$ cat src/rtl/ex_mem_stage_buf_if.sv
// ex_mem_stage_buf_if: EX-side input and MEM-side output bundle of the EX/MEM stage buffer
interface ex_mem_stage_buf_if #(
   parameter int DATA_W = 32,
   parameter int REG_W  = 5
);
   logic              in_valid;
   logic              in_ready;
   logic              RegWrite_in;
   logic              MemtoReg_in;
   logic              MemRead_in;
   logic              MemWrite_in;
   logic [DATA_W-1:0] ALU_Result_in;
   logic [DATA_W-1:0] RT_data_in;
   logic [REG_W-1:0]  Dest_reg_in;
   logic              out_valid;
   logic              out_ready;
   logic              RegWrite_out;
   logic              MemtoReg_out;
   logic              MemRead_out;
   logic              MemWrite_out;
   logic [DATA_W-1:0] ALU_Result_out;
   logic [DATA_W-1:0] RT_data_out;
   logic [REG_W-1:0]  Dest_reg_out;
   logic              fwd_en;
   logic [REG_W-1:0]  fwd_reg;
   logic [DATA_W-1:0] fwd_data;
   logic              load_hazard;

   modport master (
      output in_valid, RegWrite_in, MemtoReg_in, MemRead_in, MemWrite_in,
             ALU_Result_in, RT_data_in, Dest_reg_in, out_ready,
      input  in_ready, out_valid, RegWrite_out, MemtoReg_out, MemRead_out, MemWrite_out,
             ALU_Result_out, RT_data_out, Dest_reg_out, fwd_en, fwd_reg, fwd_data, load_hazard
   );

   modport slave (
      input  in_valid, RegWrite_in, MemtoReg_in, MemRead_in, MemWrite_in,
             ALU_Result_in, RT_data_in, Dest_reg_in, out_ready,
      output in_ready, out_valid, RegWrite_out, MemtoReg_out, MemRead_out, MemWrite_out,
             ALU_Result_out, RT_data_out, Dest_reg_out, fwd_en, fwd_reg, fwd_data, load_hazard
   );
endinterface

$ cat src/rtl/ex_mem_stage_buf.sv
// ex_mem_stage_buf: EX/MEM pipeline register with 2-entry skid buffer, flush, forwarding and stall counter
module ex_mem_stage_buf #(
   parameter int DATA_W = 32,
   parameter int REG_W  = 5,
   parameter int CNT_W  = 16
) (
   input  logic             clk,
   input  logic             reset_in,
   input  logic             flush_in,
   input  logic             cnt_clr,
   output logic [CNT_W-1:0] stall_cnt,
   ex_mem_stage_buf_if.slave bus
);
   localparam int E_W = 4 + 2 * DATA_W + REG_W;

   logic [E_W-1:0]    w_in_entry;
   logic [E_W-1:0]    r_main;
   logic [E_W-1:0]    r_skid;
   logic              r_main_valid;
   logic              r_skid_valid;
   logic              w_in_fire;
   logic              w_out_fire;
   logic [CNT_W-1:0]  r_stall_cnt;
   logic              w_rw;
   logic              w_m2r;
   logic              w_mr;
   logic              w_mw;
   logic [DATA_W-1:0] w_alu;
   logic [DATA_W-1:0] w_rt;
   logic [REG_W-1:0]  w_dst;

   // writes to $zero are neutralised at capture so nothing downstream sees them
   assign w_in_entry = {bus.RegWrite_in & (bus.Dest_reg_in != '0), bus.MemtoReg_in,
                        bus.MemRead_in, bus.MemWrite_in, bus.ALU_Result_in,
                        bus.RT_data_in, bus.Dest_reg_in};
   assign w_in_fire  = bus.in_valid & ~r_skid_valid;
   assign w_out_fire = r_main_valid & bus.out_ready;

   // in_ready comes straight from a flop, so MEM back-pressure never reaches EX combinationally
   assign bus.in_ready  = ~r_skid_valid;
   assign bus.out_valid = r_main_valid;

   assign {w_rw, w_m2r, w_mr, w_mw, w_alu, w_rt, w_dst} = r_main;
   assign bus.RegWrite_out   = r_main_valid & w_rw;
   assign bus.MemtoReg_out   = r_main_valid & w_m2r;
   assign bus.MemRead_out    = r_main_valid & w_mr;
   assign bus.MemWrite_out   = r_main_valid & w_mw;
   assign bus.ALU_Result_out = w_alu;
   assign bus.RT_data_out    = w_rt;
   assign bus.Dest_reg_out   = w_dst;
   assign bus.fwd_en         = r_main_valid & w_rw;
   assign bus.fwd_reg        = w_dst;
   assign bus.fwd_data       = w_alu;
   assign bus.load_hazard    = r_main_valid & w_mr & (w_dst != '0);
   assign stall_cnt          = r_stall_cnt;

   // head/skid occupancy: main fills first, skid only absorbs an entry while main is stalled
   always_ff @(posedge clk or posedge reset_in) begin
      if (reset_in) begin
         r_main       <= '0;
         r_skid       <= '0;
         r_main_valid <= 1'b0;
         r_skid_valid <= 1'b0;
      end else if (flush_in) begin
         r_main_valid <= 1'b0;
         r_skid_valid <= 1'b0;
      end else if (!r_main_valid) begin
         if (w_in_fire) begin
            r_main       <= w_in_entry;
            r_main_valid <= 1'b1;
         end
      end else if (!r_skid_valid) begin
         if (w_in_fire && w_out_fire) begin
            r_main <= w_in_entry;
         end else if (w_out_fire) begin
            r_main_valid <= 1'b0;
         end else if (w_in_fire) begin
            r_skid       <= w_in_entry;
            r_skid_valid <= 1'b1;
         end
      end else if (w_out_fire) begin
         r_main       <= r_skid;
         r_skid_valid <= 1'b0;
      end
   end

   // saturating count of cycles the head entry waits on MEM; clear wins over increment
   always_ff @(posedge clk or posedge reset_in) begin
      if (reset_in) begin
         r_stall_cnt <= '0;
      end else if (cnt_clr) begin
         r_stall_cnt <= '0;
      end else if (r_main_valid && !bus.out_ready && r_stall_cnt != '1) begin
         r_stall_cnt <= r_stall_cnt + 1'b1;
      end
   end
endmodule

$ cat src/flat_wrapper.sv
// flat-port wrapper written by rule: the top's interface ports become plain ports
module ex_mem_stage_buf_flat 
#(
   parameter int DATA_W = 32,
   parameter int REG_W  = 5,
   parameter int CNT_W  = 16
)
  (clk, reset_in, flush_in, cnt_clr, stall_cnt, bus_in_valid, bus_RegWrite_in, bus_MemtoReg_in, bus_MemRead_in, bus_MemWrite_in, bus_ALU_Result_in, bus_RT_data_in, bus_Dest_reg_in, bus_out_ready, bus_in_ready, bus_out_valid, bus_RegWrite_out, bus_MemtoReg_out, bus_MemRead_out, bus_MemWrite_out, bus_ALU_Result_out, bus_RT_data_out, bus_Dest_reg_out, bus_fwd_en, bus_fwd_reg, bus_fwd_data, bus_load_hazard);
  ex_mem_stage_buf_if #(.DATA_W(DATA_W), .REG_W(REG_W)) bus_i ();
  input  logic clk;
  input  logic reset_in;
  input  logic flush_in;
  input  logic cnt_clr;
  output logic [CNT_W-1:0] stall_cnt;
  input wire logic [$bits(bus_i.in_valid)-1:0] bus_in_valid;
  input wire logic [$bits(bus_i.RegWrite_in)-1:0] bus_RegWrite_in;
  input wire logic [$bits(bus_i.MemtoReg_in)-1:0] bus_MemtoReg_in;
  input wire logic [$bits(bus_i.MemRead_in)-1:0] bus_MemRead_in;
  input wire logic [$bits(bus_i.MemWrite_in)-1:0] bus_MemWrite_in;
  input wire logic [$bits(bus_i.ALU_Result_in)-1:0] bus_ALU_Result_in;
  input wire logic [$bits(bus_i.RT_data_in)-1:0] bus_RT_data_in;
  input wire logic [$bits(bus_i.Dest_reg_in)-1:0] bus_Dest_reg_in;
  input wire logic [$bits(bus_i.out_ready)-1:0] bus_out_ready;
  output wire logic [$bits(bus_i.in_ready)-1:0] bus_in_ready;
  output wire logic [$bits(bus_i.out_valid)-1:0] bus_out_valid;
  output wire logic [$bits(bus_i.RegWrite_out)-1:0] bus_RegWrite_out;
  output wire logic [$bits(bus_i.MemtoReg_out)-1:0] bus_MemtoReg_out;
  output wire logic [$bits(bus_i.MemRead_out)-1:0] bus_MemRead_out;
  output wire logic [$bits(bus_i.MemWrite_out)-1:0] bus_MemWrite_out;
  output wire logic [$bits(bus_i.ALU_Result_out)-1:0] bus_ALU_Result_out;
  output wire logic [$bits(bus_i.RT_data_out)-1:0] bus_RT_data_out;
  output wire logic [$bits(bus_i.Dest_reg_out)-1:0] bus_Dest_reg_out;
  output wire logic [$bits(bus_i.fwd_en)-1:0] bus_fwd_en;
  output wire logic [$bits(bus_i.fwd_reg)-1:0] bus_fwd_reg;
  output wire logic [$bits(bus_i.fwd_data)-1:0] bus_fwd_data;
  output wire logic [$bits(bus_i.load_hazard)-1:0] bus_load_hazard;
  assign bus_i.in_valid = bus_in_valid;
  assign bus_i.RegWrite_in = bus_RegWrite_in;
  assign bus_i.MemtoReg_in = bus_MemtoReg_in;
  assign bus_i.MemRead_in = bus_MemRead_in;
  assign bus_i.MemWrite_in = bus_MemWrite_in;
  assign bus_i.ALU_Result_in = bus_ALU_Result_in;
  assign bus_i.RT_data_in = bus_RT_data_in;
  assign bus_i.Dest_reg_in = bus_Dest_reg_in;
  assign bus_i.out_ready = bus_out_ready;
  assign bus_in_ready = bus_i.in_ready;
  assign bus_out_valid = bus_i.out_valid;
  assign bus_RegWrite_out = bus_i.RegWrite_out;
  assign bus_MemtoReg_out = bus_i.MemtoReg_out;
  assign bus_MemRead_out = bus_i.MemRead_out;
  assign bus_MemWrite_out = bus_i.MemWrite_out;
  assign bus_ALU_Result_out = bus_i.ALU_Result_out;
  assign bus_RT_data_out = bus_i.RT_data_out;
  assign bus_Dest_reg_out = bus_i.Dest_reg_out;
  assign bus_fwd_en = bus_i.fwd_en;
  assign bus_fwd_reg = bus_i.fwd_reg;
  assign bus_fwd_data = bus_i.fwd_data;
  assign bus_load_hazard = bus_i.load_hazard;
  ex_mem_stage_buf #(.DATA_W(DATA_W), .REG_W(REG_W), .CNT_W(CNT_W)) u_core (.clk(clk), .reset_in(reset_in), .flush_in(flush_in), .cnt_clr(cnt_clr), .stall_cnt(stall_cnt), .bus(bus_i));
endmodule
$ cat config.mk
export PLATFORM = sky130hd
export DESIGN_NAME = ex_mem_stage_buf_flat
export DESIGN_NICKNAME = d
export VERILOG_FILES = /design/src/rtl/ex_mem_stage_buf_if.sv /design/src/rtl/ex_mem_stage_buf.sv /design/src/flat_wrapper.sv
export SDC_FILE = /design/constraint.sdc
export NUM_CORES = 1
export LEC_CHECK = 0
export CAP_MARGIN = 20
export CORE_MARGIN = 4
export CORE_UTILIZATION = 53
export DETAILED_ROUTE_END_ITERATION = 8
export HOLD_SLACK_MARGIN = 0.15
export PLACE_DENSITY = 0.94
export REMOVE_ABC_BUFFERS = 1
export SLEW_MARGIN = 0
export SYNTH_ARGS = -nofsm -noshare
export SYNTH_HDL_FRONTEND = slang
export SYNTH_SLANG_ARGS = --single-unit
$ cat constraint.sdc
create_clock -name clk -period 10.7 [get_ports clk]
set_clock_uncertainty 0.15 [all_clocks]
set_input_delay 2.14 -clock clk [delete_from_list [all_inputs] [get_ports clk]]
set_output_delay 2.14 -clock clk [all_outputs]
set_load 0.01 [all_outputs]
==> flow_metrics.env <==
export IMPL_run_status="complete, no violations"
export IMPL_setup_viol_count_final=0
export IMPL_r2r_end="u_core.r_main[70]"
export IMPL_number_of_nets_with_antenna_violations_after_detailed_routing=0
export IMPL_timing_fmax_mhz=222
export IMPL_number_of_buffers_added_for_setup_after_cts=0
export IMPL_drt_wl_total_mm=17.5
export IMPL_async_reset_ff_share_pct=100
export IMPL_timing_hold_violations_final=0
export IMPL_slowest_stage="buf_4"
export IMPL_die_w_um=130
export IMPL_synth_yosys_warnings=0
export IMPL_finish_utilization_pct=68.4
export IMPL_xor_xnor_share_of_the_synthesized_area_pct=0
export IMPL_postSynth_topFlopCell="dfrtp_1"
export IMPL_reg2reg_slack_ns=7.60
export IMPL_design_core_area_um2=14600
export IMPL_clock_root_buffer="clkbuf_16"
export IMPL_rsz0062_at_grt="false"
export IMPL_critical_path_cell_chain="clkdlybuf4s50_1 > nor2b_2 > a211oi_4 > buf_4 > buf_4 > nor2_1 > a21oi_1"
export IMPL_p_leak_uw=0.00460
export IMPL_cts_resized=0
export IMPL_clk_path_buf_depth=2
export IMPL_dr_total_vias=5393
export IMPL_synth_cells=698
export IMPL_synth_compound_gate_area_share_pct=6.85
export IMPL_critPathLaunchType="input port"
export IMPL_unique_masters_post_synth=40
export IMPL_setup_slack_ns=6.20
export IMPL_crit_family="buffers and inverters"
export IMPL_critPathRequiredTime_ns=10.88
export IMPL_worst_setup_hold_path_clk_slew_ns=0.06
export IMPL_critPathMaxStageDelay_ns=0.83
export IMPL_drc=0
export IMPL_setup_tns_ns=0
export IMPL_area_growth_synth_to_final_pct=25.5
export IMPL_worstSetupEndpointType="flip-flop"
export IMPL_hold_path_startpoint="u_core.r_skid[3]"
export IMPL_violation_count_after_the_first_detailed_routing_iteration=436
export IMPL_global_route_overflow_total=0
export IMPL_numCtsBuffers=17
export IMPL_post_synth_mux_area_share_pct=20.1
export IMPL_design_die_area_um2=17000
export IMPL_routed_wire_length_per_instance_um=17.8
export IMPL_placed_wire_length_estimate_mm=11.7
export IMPL_chipHeight_um=130
export IMPL_hold_end="u_core.r_skid[3]"
export IMPL_placementRows=44
export IMPL_max_cap_violations=0
export IMPL_worst_ir_drop_vdd_v=0.000110
export IMPL_synth_simple_area_share_pct=8.48
export IMPL_filler_free_cell_count_of_the_finished_design=983
export IMPL_grt_start_max_net_pins=101
export IMPL_postCtsHoldBufs=0
export IMPL_antenna_found_initial=0
export IMPL_drv_slew=0
export IMPL_crit_type="in2reg"
export IMPL_antennaDiodeCount=0
export IMPL_number_of_buffer_and_inverter_stages_on_the_critical_path=3
export IMPL_first_global_vias=5544
export IMPL_synth_seq_area_share_pct=51.6
export IMPL_place_detailed_instances=951
export IMPL_fill_cells=1012
export IMPL_crit_path_max_fanout=100
export IMPL_post_drt_via_cell_ratio=5.49
export IMPL_final_nets=866
export IMPL_seqCellArea_um2=4100
export IMPL_cts_sinks=164
export IMPL_cts_htree_levels=4
export IMPL_synth_adder_area_share_pct=0.157
export IMPL_finalWeightedCongestion=0.848
export IMPL_worst_slew_margin_rel_pct=31.6
export IMPL_critPathMostFrequentCell="buf_4"
export IMPL_post_synth_instance_area_um2=7950
export IMPL_postSynthRegisterBits=164
export IMPL_finalInstanceArea_um2=9980
export IMPL_post_dp_cell_area_um2=9340
export IMPL_drt_pre_antenna_iters=5
export IMPL_floorplan_initialDensity_pct=54.5
export IMPL_worst_hold_path_type="reg2reg"
export IMPL_grtUsageTotal_pct=20.6
export IMPL_power_density_cell_area_nw_per_um2=190
export IMPL_synthesis_area_per_instance_um2=11.4
export IMPL_fin_crit_ns=4.50
export IMPL_multiInputGateArea_um2=2850
export IMPL_synth_edf_count=0
export IMPL_finalCritPeriodShare_pct=42.1
export IMPL_io_pin_count=209
export IMPL_layout_drive_gt1_share_pct=15.8
export IMPL_synth_top_family_by_area="multiplexers"
export IMPL_first_pass_grt_wire_length_mm=27.7
export IMPL_placement_io_buffers=208
export IMPL_start_of_the_worst_register_to_register_path="u_core.bus.out_valid"
export IMPL_number_of_cells_traversed_by_the_worst_register_to_register_path=6
export IMPL_setup_ws_pre_cts_ns=5.81
export IMPL_holdPathStages=1
export IMPL_clock_tree_from_tritoncts="done"
export IMPL_clock_latency_ns=0.41
export IMPL_worst_ep_arrival_time_ns=4.68
export IMPL_tightestPinTransition_ns=1.03
==> logic make-up (layout without fill, tap and decap cells) <==
| logic type | Yosys count | count (layout) |
|---|---|---|
| buf+inv | 151 | 252 |
| mux | 150 | 150 |
| simple gates | 131 | 131 |
| compound gates | 101 | 101 |
| flops | 164 | 164 |
| fa+ha+maj | 1 | 1 |
==> metal layers <==
metal | vias to the layer above | GRT usage (%) | part of all wire [%]
met3 | 24 | 7.28 | 7.7
met4 | 0 | 5.63 | 1.5
met1 | 2680 | 25.6 | 40
met2 | 199 | 34.6 | 51
met5 | - | 0 | 0
li1 | 2490 | - | -
==> flip-flops by register name, summed over array words and instances (netlist names) <==
register              cells
u_core.bus.out_valid      1
u_core.r_main            73
u_core.r_skid            73
u_core.r_skid_valid       1
u_core.stall_cnt         16
==> layout make-up <==
cell class | instances | share of cell area [%]
Clock inverter | 10 | 1.44
Tap cell | 184 | 2.31
Inverter | 7 | 0.314
Sequential cell | 164 | 41.1
Clock buffer | 22 | 4.95
Multi-Input combinational cell | 383 | 28.6
Timing Repair Buffer | 213 | 21.2
==> synthesized netlist by cell type (all sizes together) (2+ instances only) <==
cell,n,share of area [%]
dfrtp,164,52
a21oi,82,5.2
o31ai,5,0.47
mux2,77,11
nand4,5,0.85
a211oi,2,0.19
nor2,82,3.9
o21ai,5,0.31
nand2b,2,0.16
nand3,5,0.31
inv,7,0.33
nor3,2,0.13
clkbuf,4,0.20
nand2,6,0.28
or3,2,0.17
or2,2,0.16
o211ai,2,0.19
or4,7,0.66
buf,140,12
and2,4,0.31
nor2b,5,0.42
mux2i,73,9.2
nor4,7,0.93
==> worst max-delay path by stage <==
stage | start | endpoint | slack [ns] | cells after the start
CTS | bus_out_ready | u_core.r_main[45] | 6.22 | 7
floorplan | u_core.bus.out_valid | u_core.r_main[72] | -0.85 | 3
detailed placement | bus_out_ready | u_core.r_main[45] | 5.81 | 7
global placement | bus_out_ready | u_core.r_main[72] | 5.93 | 6
finish | bus_out_ready | u_core.r_main[70] | 6.20 | 7
global route | bus_out_ready | u_core.r_main[0] | 6.04 | 7
==> where the power goes <==
part	switching (uW)	internal (uW)
logic	167	254
registers	82.9	751
clock network	245	400
total	495	1410
==> cells in the final DEF, fill, tap and decap left out, types with 6 or more instances in the layout <==
cell type / netlist / layout
nor2_1: 82 / 82
mux2i_1: 73 / 73
inv_1: 7 / 6
mux2_2: 77 / 77
dfrtp_1: 164 / 164
clkbuf_16: 0 / 17
clkdlybuf4s50_1: 0 / 208
a21oi_1: 82 / 82
or4_1: 7 / 7
==> through the flow <==
step,hold slack (ns),power (uW)
after floorplan,0.330,1030
after global placement,0.338,1240
after detailed placement,0.344,1270
after CTS,0.357,1920
after global routing,0.364,2000
final,0.355,1900
Power figures use the tool's default switching activity.
